==> src/rtl/uart_rx.sv <==
`default_nettype none
// ============================================================================
// Module   : uart_rx
// Brief    : 8N1 UART receiver with receive FIFO and valid/ready output.
//            Define UART_RX_PARITY_EN to add an even-parity bit and parity_error.
// Revision : 1.0
// ============================================================================
module uart_rx #(
    parameter int CLKS_PER_BIT = 217,
    parameter int FIFO_DEPTH   = 4
) (
    input  logic       clk,
    input  logic       resetn,
    input  logic       rx,
    output logic [7:0] rx_data,
    output logic       rx_valid,
    input  logic       rx_ready,
    output logic       framing_error,
    output logic       overrun,
    output logic       busy
`ifdef UART_RX_PARITY_EN
    ,
    output logic       parity_error
`endif
);

    localparam int CW = $clog2(CLKS_PER_BIT);
    localparam int AW = $clog2(FIFO_DEPTH);
    localparam int PW = AW + 1;
    localparam logic [CW-1:0] c_bit_reload  = CW'(CLKS_PER_BIT - 1);
    localparam logic [CW-1:0] c_half_reload = CW'(CLKS_PER_BIT / 2 - 1);

    typedef enum logic [2:0] {
        S_IDLE   = 3'd0,
        S_START  = 3'd1,
        S_DATA   = 3'd2,
        S_PARITY = 3'd3,
        S_STOP   = 3'd4,
        S_BREAK  = 3'd5
    } state_t;

    logic [1:0]    sync_q, sync_d;
    logic          rs;
    state_t        state_q, state_d;
    logic [CW-1:0] cnt_q, cnt_d;
    logic [2:0]    bit_idx_q, bit_idx_d;
    logic [7:0]    shift_q, shift_d;
    logic          framing_error_q, framing_error_d;
    logic          overrun_q, overrun_d;
`ifdef UART_RX_PARITY_EN
    logic          par_q, par_d;
    logic          parity_error_q, parity_error_d;
`endif

    logic [7:0]    mem_q [FIFO_DEPTH];
    logic [7:0]    mem_d [FIFO_DEPTH];
    logic [PW-1:0] wr_ptr_q, wr_ptr_d;
    logic [PW-1:0] rd_ptr_q, rd_ptr_d;
    logic          push;
    logic          pop;
    logic          fifo_empty;
    logic          fifo_full;

    assign rs         = sync_q[1];
    assign fifo_empty = (wr_ptr_q == rd_ptr_q);
    assign fifo_full  = (wr_ptr_q[AW] != rd_ptr_q[AW]) &&
                        (wr_ptr_q[AW-1:0] == rd_ptr_q[AW-1:0]);
    assign pop        = !fifo_empty && rx_ready;

    always_comb begin
        sync_d = {sync_q[0], rx};
    end

    // Receive FSM; every bit-period timer counts down to zero at mid-bit.
    always_comb begin
        state_d         = state_q;
        cnt_d           = cnt_q;
        bit_idx_d       = bit_idx_q;
        shift_d         = shift_q;
        framing_error_d = 1'b0;
        overrun_d       = 1'b0;
        push            = 1'b0;
`ifdef UART_RX_PARITY_EN
        par_d           = par_q;
        parity_error_d  = 1'b0;
`endif
        case (state_q)
            S_IDLE: begin
                if (!rs) begin
                    state_d = S_START;
                    cnt_d   = c_half_reload;
                end
            end
            S_START: begin
                if (cnt_q != '0) begin
                    cnt_d = cnt_q - CW'(1);
                end else if (!rs) begin
                    state_d   = S_DATA;
                    cnt_d     = c_bit_reload;
                    bit_idx_d = 3'd0;
                end else begin
                    state_d = S_IDLE;
                end
            end
            S_DATA: begin
                if (cnt_q != '0) begin
                    cnt_d = cnt_q - CW'(1);
                end else begin
                    shift_d   = {rs, shift_q[7:1]};
                    cnt_d     = c_bit_reload;
                    bit_idx_d = bit_idx_q + 3'd1;
                    if (bit_idx_q == 3'd7) begin
`ifdef UART_RX_PARITY_EN
                        state_d = S_PARITY;
`else
                        state_d = S_STOP;
`endif
                    end
                end
            end
`ifdef UART_RX_PARITY_EN
            S_PARITY: begin
                if (cnt_q != '0) begin
                    cnt_d = cnt_q - CW'(1);
                end else begin
                    par_d   = rs;
                    cnt_d   = c_bit_reload;
                    state_d = S_STOP;
                end
            end
`endif
            S_STOP: begin
                if (cnt_q != '0) begin
                    cnt_d = cnt_q - CW'(1);
                end else if (!rs) begin
                    framing_error_d = 1'b1;
                    state_d         = S_BREAK;
`ifdef UART_RX_PARITY_EN
                end else if (par_q != (^shift_q)) begin
                    parity_error_d = 1'b1;
                    state_d        = S_IDLE;
`endif
                end else if (fifo_full && !pop) begin
                    overrun_d = 1'b1;
                    state_d   = S_IDLE;
                end else begin
                    push    = 1'b1;
                    state_d = S_IDLE;
                end
            end
            S_BREAK: begin
                if (rs) begin
                    state_d = S_IDLE;
                end
            end
            default: begin
                state_d = S_IDLE;
            end
        endcase
    end

    // A pop in the same cycle frees the slot a full-FIFO push writes into.
    always_comb begin
        mem_d    = mem_q;
        wr_ptr_d = wr_ptr_q;
        rd_ptr_d = rd_ptr_q;
        if (push) begin
            mem_d[wr_ptr_q[AW-1:0]] = shift_q;
            wr_ptr_d                = wr_ptr_q + PW'(1);
        end
        if (pop) begin
            rd_ptr_d = rd_ptr_q + PW'(1);
        end
    end

    always_ff @(posedge clk) begin
        if (!resetn) begin
            sync_q          <= 2'b11;
            state_q         <= S_IDLE;
            cnt_q           <= '0;
            bit_idx_q       <= '0;
            shift_q         <= '0;
            framing_error_q <= 1'b0;
            overrun_q       <= 1'b0;
            mem_q           <= '{default: '0};
            wr_ptr_q        <= '0;
            rd_ptr_q        <= '0;
`ifdef UART_RX_PARITY_EN
            par_q           <= 1'b0;
            parity_error_q  <= 1'b0;
`endif
        end else begin
            sync_q          <= sync_d;
            state_q         <= state_d;
            cnt_q           <= cnt_d;
            bit_idx_q       <= bit_idx_d;
            shift_q         <= shift_d;
            framing_error_q <= framing_error_d;
            overrun_q       <= overrun_d;
            mem_q           <= mem_d;
            wr_ptr_q        <= wr_ptr_d;
            rd_ptr_q        <= rd_ptr_d;
`ifdef UART_RX_PARITY_EN
            par_q           <= par_d;
            parity_error_q  <= parity_error_d;
`endif
        end
    end

    assign rx_data       = mem_q[rd_ptr_q[AW-1:0]];
    assign rx_valid      = !fifo_empty;
    assign framing_error = framing_error_q;
    assign overrun       = overrun_q;
    assign busy          = (state_q != S_IDLE);
`ifdef UART_RX_PARITY_EN
    assign parity_error  = parity_error_q;
`endif

endmodule
`default_nettype wire

==> config.mk <==
export PLATFORM = sky130hd
export DESIGN_NAME = uart_rx
export DESIGN_NICKNAME = d
export VERILOG_FILES = /design/src/rtl/uart_rx.sv
export SDC_FILE = /design/constraint.sdc
export NUM_CORES = 1
export LEC_CHECK = 0
export CORE_MARGIN = 4
export CORE_UTILIZATION = 45
export CTS_BUF_LIST = sky130_fd_sc_hd__clkbuf_16
export CTS_CLUSTER_SIZE = 40
export DETAILED_ROUTE_END_ITERATION = 8
export PLACE_DENSITY = 0.68
export SLEW_MARGIN = 10
export SYNTH_ARGS = -nofsm -noshare
export SYNTH_HDL_FRONTEND = slang
export SYNTH_SLANG_ARGS = --single-unit
==> constraint.sdc <==
create_clock -name clk -period 2.06 [get_ports clk]
set_input_delay 0.412 -clock clk [delete_from_list [all_inputs] [get_ports clk]]
set_output_delay 0.412 -clock clk [all_outputs]
set_load 0.01 [all_outputs]
### Word-level counts from Yosys, hierarchy flattened

Cells that the tools add are included.

| operators by class | value |
|---|---|
| multiplexer cells | 31 |
| bitwise logic cells | 6 |
| shifts and indexed selects | 0 |
| $mul | 0 |
| add/sub/neg operators | 4 |
| eq/ne operators | 17 |
| $lt $le $gt $ge | 3 |
| divide/modulo/power cells | 0 |
| reductions and logical operators | 17 |

Operator list:

| kind | count |
|---|---|
| $mux W8 | 8 |
| $bwmux W32 | 1 |
| $pmux W8 S4 | 1 |
| $mux W3 | 10 |
| $bmux W8 S2 | 1 |
| $demux W8 S2 | 1 |
| $ne A2 B2 Y1 const B | 8 |
| $pmux W3 S5 | 1 |
| $add A3 B1 Y3 const B | 3 |
| $eq A3 B3 Y1 const B | 3 |
| $reduce_and A4 Y1 | 2 |
| $reduce_bool A8 Y1 | 1 |
| $sub A8 B1 Y8 const B | 1 |
| $ge A3 B3 Y1 const B | 2 |
| $mux W1 | 6 |
| $not A2 Y3 | 2 |
| $pmux W3 S2 | 1 |
| $reduce_and A6 Y1 | 1 |
| $logic_and A1 B1 Y1 | 4 |
| $not A1 Y1 | 4 |
| $reduce_bool A4 Y1 | 1 |
| $reduce_or A4 Y1 | 1 |
| $eq A3 B1 Y1 const B | 1 |
| $eq A3 B2 Y1 const B | 1 |
| 12 further kinds | 13 |

| word-level totals | value |
|---|---|
| register bits after elaboration | 64 |
| ROM bits | 0 |
| input port bits | 4 |
| latch bits | 0 |
| output and inout port bits | 12 |
| memories kept | 0 |
| word-level logic and storage cells | 91 |
| memory bits (writable) | 0 |

### Longest topological paths before layout

Gate-level depths: netlist of run 1.

| logic depth | value |
|---|---|
| depth after elaboration | 9 |
| mapped depth | 8 |
| gate-level depth less buffers | 6 |

### Worst setup path before layout of run 1

No wires, ideal clock.

| timing path | value |
|---|---|
| path kind | register -> register |
| from | register cnt_q[0] |
| to | register mem_q[0] (netlist bit) |
| clock period less this slack | 1.844 ns |
| buffers on the path | 2 |
| data arrival time | 1.724 ns |
| stages on the path, launching flop included | 9 |
| slack | 0.216 ns |
| required time | 1.940 ns |
| library setup time | 0.120 ns |
| cells stage by stage | dfxtp_1 inv_1 ha_1 nor3b_1 and4_1 buf_6 nand3_4 buf_8 mux2i_1 |

| between the ends | value |
|---|---|
| longest elaborated chain between the ends | 3 |

RTL lines:

| item | RTL line | RTL |
|---|---|---|
| start, declared | 45 | `logic [CW-1:0] cnt_q, cnt_d;` |
| start signal, assigned | 195 | `cnt_q <= cnt_d;` |
| $reduce_bool A8 Y1 | 133 | `if (cnt_q != '0) begin` |
| $mux W1 | 133 |  |
| $mux W1 | 87 | `case (state_q)` |
| end signal, assigned | 200 | `mem_q <= mem_d;` |
| end, declared | 55 | `logic [7:0] mem_q [FIFO_DEPTH];` |

No other way between the ends.
A chain may end at the register's enable or synchronous reset.

### Final worst setup path of run 1

| timing path | value |
|---|---|
| from | register rd_ptr_q[1] |
| to | output rx_data[1] |

| between the ends | value |
|---|---|
| longest elaborated chain between the ends | 4 |

RTL lines:

| item | RTL line | RTL |
|---|---|---|
| start, declared | 58 | `logic [PW-1:0] rd_ptr_q, rd_ptr_d;` |
| start signal, assigned | 202 | `rd_ptr_q <= rd_ptr_d;` |
| $not A2 Y3 (implied by the code) | 210 | `assign rx_data = mem_q[rd_ptr_q[AW-1:0]];` |
| $bmux W8 S2 | 210 |  |
| $mux W8 (implied by the code) (2 in series) | 210 |  |
| end, declared | 15 | `output logic [7:0] rx_data,` |

No other way between the ends. The select of a mux whose other input is x is not followed.

==> flow_metrics.env, run 1 <==
export IMPL_rows=30
export IMPL_synthSimpleGateAreaFrac_pct=21.3
export IMPL_synth_xor_area_share_pct=1.91
export IMPL_clk_latency_ns=0.33
export IMPL_critPathLaunchType="register"
export IMPL_synth_edf_count=0
export IMPL_fin_crit_ns=2.00
export IMPL_via_count=2486
export IMPL_arrival_ns=1.58
export IMPL_period_share_pct=96.9
export IMPL_crit_fanout=8
export IMPL_drive_above_1_share_pct=18.6
export IMPL_htreeDepth=3
export IMPL_maxCapViolations=0
export IMPL_num_antenna_cells=0
export IMPL_grt_max_degree=56
export IMPL_first_pass_iters=4
export IMPL_fin_skew_ns=0.00638
export IMPL_grtUsageTotal_pct=17.0
export IMPL_drc=0
export IMPL_slew_headroom_pct=62.9
export IMPL_async_flop_share_pct=0
export IMPL_ctsHoldBuffers=0
export IMPL_synth_nets=339
export IMPL_crit_type="reg2out"
export IMPL_synth_top_family_by_area="simple AND/OR/NAND/NOR gates"
export IMPL_core_mm2=0.00687
export IMPL_worst_ep_required_time_ns=1.65
export IMPL_ant_nets=0
export IMPL_grt_pass1_vias=2466
export IMPL_tritoncts="done"
export IMPL_postSynthCellCount=326
export IMPL_status="finished, final reports clean"
export IMPL_rsz0062_at_grt="false"
export IMPL_avgSynthCellArea_um2=9.83
export IMPL_drtIter0Drc=136
export IMPL_initial_core_util_pct=46.6
export IMPL_routabilityCongestion=0.814
export IMPL_clockBufferDepth=2
export IMPL_antenna_found_initial=0
export IMPL_worstHoldPathType="reg2reg"
export IMPL_post_drt_wl_per_cell_um=14.6
export IMPL_die_w_um=92.4
export IMPL_ys_ff_latch=64
export IMPL_final_nets=363
export IMPL_overflow=0
export IMPL_routed_wl_um=6590
export IMPL_yosysSeqAreaShare_pct=40.0
export IMPL_cts_sinks=64
export IMPL_path_clk_slew_ns=0.06
export IMPL_setup_violations=0
export IMPL_syn_area_mm2=0.00320
export IMPL_cellPowerDensity_mw_per_mm2=847
export IMPL_area_delta_synth_final_pct=19.7
export IMPL_root_buffer="clkbuf_16"
export IMPL_yosysUniqueCellTypes=55
export IMPL_vias_per_cell=5.51
export IMPL_finalHoldViolCount=0
export IMPL_setup_tns_ns=0
export IMPL_end_kind="primary output"
export IMPL_portBuffers=15
export IMPL_tightest_slew_ns=0.557
export IMPL_yosys_warnings=0
export IMPL_io_pins=16
export IMPL_synth_compound_area_share_pct=11.6
export IMPL_fmax_mhz=501
export IMPL_grt_pass1_wl_um=11600
export IMPL_leakage_nw=1.62
export IMPL_synth_flop_cell="dfxtp_1"
export IMPL_synthAdderAreaFrac_pct=3.52
export IMPL_drv_slew=0
export IMPL_place_hpwl_um=4640
export IMPL_die_y_um=92.4
export IMPL_ir_drop_uv=694
export IMPL_fin_util_pct=55.8
export IMPL_dieArea_mm2=0.00853
export IMPL_total_power_mw=3.25
export IMPL_cts_buffers=9
export IMPL_muxShareOfSynthArea_pct=16.9
==> what timing repair did <==
item,in CTS,in global routing
gates resized for setup,15,10
setup buffers,0,0
endpoints found under the hold margin,0,0
endpoints found under the setup margin,10,42
pin swaps,0,1
==> worst max-delay path: stages (launching register included) <==
cell,delay (ns)
dfxtp_2,0.35
buf_12,0.14
mux4_2,0.51
clkdlybuf4s15_1,0.25
==> power by group <==
| part | total, mW | switching [mW] | internal, mW |
|---|---|---|---|
| Sequential | 1.28 | 0.0268 | 1.25 |
| Clock | 1.65 | 0.576 | 1.07 |
| Combinational | 0.319 | 0.191 | 0.128 |
==> worst paths after layout <==
check	cells past startpoint	end	slack, ns	from
setup / recovery	3	rx_data[1]	0.06	rd_ptr_q[1]
hold / removal	1	sync_q[1]	0.41	sync_q[0]
setup reg to reg	7	cnt_q[5]	0.11	cnt_q[0]
hold reg to reg	1	sync_q[1]	0.41	sync_q[0]
==> state kept, by name, summed over array words and instances, names as in the netlist <==
| register | cells |
|---|---|
| sync_q | 2 |
| wr_ptr_q | 3 |
| shift_q | 8 |
| mem_q | 32 |
| state_q | 3 |
| bit_idx_q | 3 |
| overrun | 1 |
| framing_error | 1 |
| cnt_q | 8 |
| rd_ptr_q | 3 |
==> cell usage in the layout, fill, tap and decap left out, drive strengths merged, types with 7 or more instances in the layout <==
cell type,count
mux2i,36
nor3,7
a21oi,15
nand2,61
nor2,11
mux4,8
inv,8
dfxtp,64
buf,20
nand3,17
ha,9
clkbuf,10
clkdlybuf4s15,7
==> synthesized netlist by cell type (all sizes together), types with 6 or more instances <==
master / instances / area, um2
a21oi: 15 / 75.1
buf: 9 / 83.8
clkbuf: 12 / 45.0
dfxtp: 64 / 1280
ha: 9 / 113
inv: 6 / 22.5
mux2i: 36 / 360
mux4: 8 / 180
nand2: 61 / 229
nand3: 17 / 135
nor2: 11 / 41.3
nor3: 7 / 35.0
==> cells by family after synthesis <==
kind of cell,after synthesis
multiplexers,44
AO/OA/AOI/OAI,48
buffers and inverters,27
adder cells (fa/ha/maj),9
flip-flops,64
AND/OR/NAND/NOR,127
XOR/XNOR,7
==> cell type report <==
| class | instances | area, um2 |
|---|---|---|
| clock buffers | 9 | 225 |
| clock inverters | 7 | 104 |
| fillers | 594 | 3040 |
| inverters | 6 | 22.5 |
| multi-input cells | 235 | 1780 |
| flip-flops and latches | 64 | 1290 |
| well taps | 96 | 120 |
| repair buffers | 34 | 293 |
==> through the flow <==
stage          setup slack [ns]  cell area (um2)  instances  hold WS, ns
3_5_place_dp             0.0204             3490        435        0.396
3_3_place_gp             0.0444             3490        435        0.389
6_report                 0.0643             3830        451        0.407
4_1_cts                 0.00437             3820        451        0.409
2_1_floorplan             0.216             3200        326        0.386
5_1_grt                 0.00789             3830        451        0.429
==> metal layers <==
| layer | up-vias | share of wire [%] | global-route usage [%] |
|---|---|---|---|
| met5 | - | 0 | 0 |
| met4 | 0 | 0.80 | 5.57 |
| met3 | 5 | 3.6 | 5.61 |
| met2 | 36 | 51 | 28.9 |
| met1 | 1204 | 44 | 20.2 |
| li1 | 1241 | - | - |
Power figures use the tool's default switching activity.
==> inputs of run 2 (changes only) <==
--- a/config.mk
+++ b/config.mk
@@ -5,7 +5,7 @@
 export SDC_FILE = /design/constraint.sdc
 export NUM_CORES = 1
 export LEC_CHECK = 0
-export CORE_MARGIN = 4
+export CORE_MARGIN = 5
 export CORE_UTILIZATION = 45
 export CTS_BUF_LIST = sky130_fd_sc_hd__clkbuf_16
 export CTS_CLUSTER_SIZE = 40
==> run 2 against run 1 <==
Effect of this change:
- first-iteration DRC count shrank 21%
- largest power group unchanged
- total power increased by 2.1%
- register-to-register slack better by 0.04 ns
- maximum frequency shrank 0.45%
==> flow_metrics.env, run 2 (synthesis results as in run 1) <==
export IMPL_ctsHoldBuffers=0
export IMPL_fin_crit_ns=2.00
export IMPL_dieArea_mm2=0.00890
export IMPL_final_cell_mix="dfxtp_1 (62), nand2_1 (61), mux2i_1 (36), buf_4 (16), a21oi_1 (15)"
export IMPL_clk_latency_ns=0.32
export IMPL_cts_sinks=64
export IMPL_drc=0
export IMPL_tritoncts="done"
export IMPL_routabilityCongestion=0.775
export IMPL_drive_above_1_share_pct=17.6
export IMPL_switching_share_pct=22.7
export IMPL_grtUsageTotal_pct=16.2
export IMPL_seqPwrFrac_pct=38.6
export IMPL_htreeDepth=3
export IMPL_dr_wl_met2_um=3150
export IMPL_ant_nets=0
export IMPL_post_drt_wl_per_cell_um=14.5
export IMPL_clkPwrFrac_pct=51.9
export IMPL_area_delta_synth_final_pct=19.6
export IMPL_place_inst=433
export IMPL_vias_per_cell=5.41
export IMPL_maxCapViolations=0
export IMPL_grt_pass1_vias=2343
export IMPL_rows=30
export IMPL_grt_pass1_wl_um=11400
export IMPL_worstHoldPathType="reg2reg"
export IMPL_largest_register="mem_q"
export IMPL_final_nets=361
export IMPL_largest_reg_flops=32
export IMPL_cellPowerDensity_mw_per_mm2=866
export IMPL_place_hpwl_um=4430
export IMPL_root_buffer="clkbuf_16"
export IMPL_worst_ep_required_time_ns=1.65
export IMPL_r2r_cells=5
export IMPL_slew_headroom_pct=63.5
export IMPL_ir_drop_uv=470
export IMPL_portBuffers=15
export IMPL_die_w_um=94.4
export IMPL_rsz0062_at_grt="false"
export IMPL_antenna_found_initial=0
export IMPL_setup_violations=0
export IMPL_num_antenna_cells=0
export IMPL_min_from="sync_q[0]"
export IMPL_total_power_mw=3.32
export IMPL_r2r_start="cnt_q[0]"
export IMPL_holdPathStages=1
export IMPL_clockBufferDepth=2
export IMPL_tightest_slew_ns=0.547
export IMPL_cts_buffers=9
export IMPL_arrival_ns=1.59
export IMPL_die_y_um=94.4
export IMPL_leakage_nw=1.63
export IMPL_core_mm2=0.00687
export IMPL_reg2reg_slack_ns=0.15
export IMPL_period_share_pct=97.3
export IMPL_hold_end="sync_q[1]"
export IMPL_overflow=0
export IMPL_routed_wl_um=6530
export IMPL_drv_slew=0
export IMPL_path_clk_slew_ns=0.05
export IMPL_p_comb_share_pct=9.4
export IMPL_routed_top_layer="met4"
export IMPL_wl_met3_um=281
export IMPL_io_pins=16
export IMPL_status="finished, final reports clean"
export IMPL_crit_fanout=8
export IMPL_fin_skew_ns=0.00665
export IMPL_crit_type="reg2out"
export IMPL_p_switching_uw=755
export IMPL_end_kind="primary output"
export IMPL_first_pass_iters=4
export IMPL_via_count=2430
export IMPL_grt_max_degree=56
export IMPL_mostFrequentLayoutCell="dfxtp_1"
export IMPL_cts_setup_buffers=0
export IMPL_finalHoldViolCount=0
export IMPL_rr_endpoint="cnt_q[4]"
export IMPL_critPathLaunchType="register"
export IMPL_initial_core_util_pct=46.6
export IMPL_drtIter0Drc=107
export IMPL_final_cells=449
export IMPL_wl_met1_um=3020
export IMPL_fmax_mhz=499
export IMPL_biggestRegsByFlops="mem_q (32), cnt_q (8), shift_q (8)"
export IMPL_internal_power_mw=2.56
==> run 2: worst max path at each step <==
| stage | from | endpoint | slack [ns] | cells past startpoint |
|---|---|---|---|---|
| after floorplan | cnt_q[0] | mem_q[0] | 0.22 | 8 |
| after global placement | rx_ready | mem_q[2] | -0.01 | 5 |
| after detailed placement | rx_ready | mem_q[2] | -0.04 | 5 |
| after CTS | rd_ptr_q[1] | rx_data[1] | 0.009 | 3 |
| after global routing | rd_ptr_q[1] | rx_data[2] | 0.0009 | 3 |
| final | rd_ptr_q[1] | rx_data[2] | 0.06 | 3 |
==> run 2: cell type report <==
class	count	area (um2)
fill	586	3040
multi-input combinational	235	1780
sequential	64	1280
timing repair buffer	32	280
clock buffer	9	225
clock inverter	7	120
tap	96	120
inverter	6	22.5
==> run 2: worst max-delay path, cell delays in order, from the launching register on <==
cell           delay (ns)
dfxtp_2              0.35
buf_12               0.14
mux4_2               0.48
dlygate4sd2_1        0.30
==> run 2: what timing repair did <==
item,CTS,global route
setup endpoints to repair,9,17
gates resized for setup,12,10
endpoints found under the hold margin,0,0
==> run 2: power by group through the flow <==
stage                     registers, mW  logic (mW)  clock network [mW]
after detailed placement           1.31       0.304                   0
after global routing               1.29       0.344                1.83
after CTS                          1.28       0.308                1.76
after global placement             1.31       0.303                   0
final                              1.28       0.313                1.72
after floorplan                    1.30       0.223                   0
==> run 2: per-stage QoR <==
stage	cell area, um2	hold WS [ns]	setup WS [ns]	setup TNS [ns]	utilization (%)
floorplan	3200	0.386	0.216	0	-
global placement	3480	0.392	-0.0131	-0.0316	50.7
detailed placement	3480	0.393	-0.0391	-0.494	50.7
CTS	3820	0.406	0.00895	0	55.6
global route	3830	0.419	0.000885	0	55.8
finish	3830	0.404	0.0553	0	55.8
==> run 2: metal layers <==
layer  global-route usage (%)  vias up
met4                     5.66        0
met1                     20.8     1133
met2                     26.0       50
met5                        0        -
met3                     4.62       10
li1                         -     1237
==> inputs of run 3 (changes only) <==
--- a/config.mk
+++ b/config.mk
@@ -10,6 +10,7 @@
 export CTS_BUF_LIST = sky130_fd_sc_hd__clkbuf_16
 export CTS_CLUSTER_SIZE = 40
 export DETAILED_ROUTE_END_ITERATION = 8
+export HOLD_SLACK_MARGIN = 0.02
 export PLACE_DENSITY = 0.68
 export SLEW_MARGIN = 10
 export SYNTH_ARGS = -nofsm -noshare
==> results of run 3 <==
Final layout, timing and power as in run 2 (identical DEF).
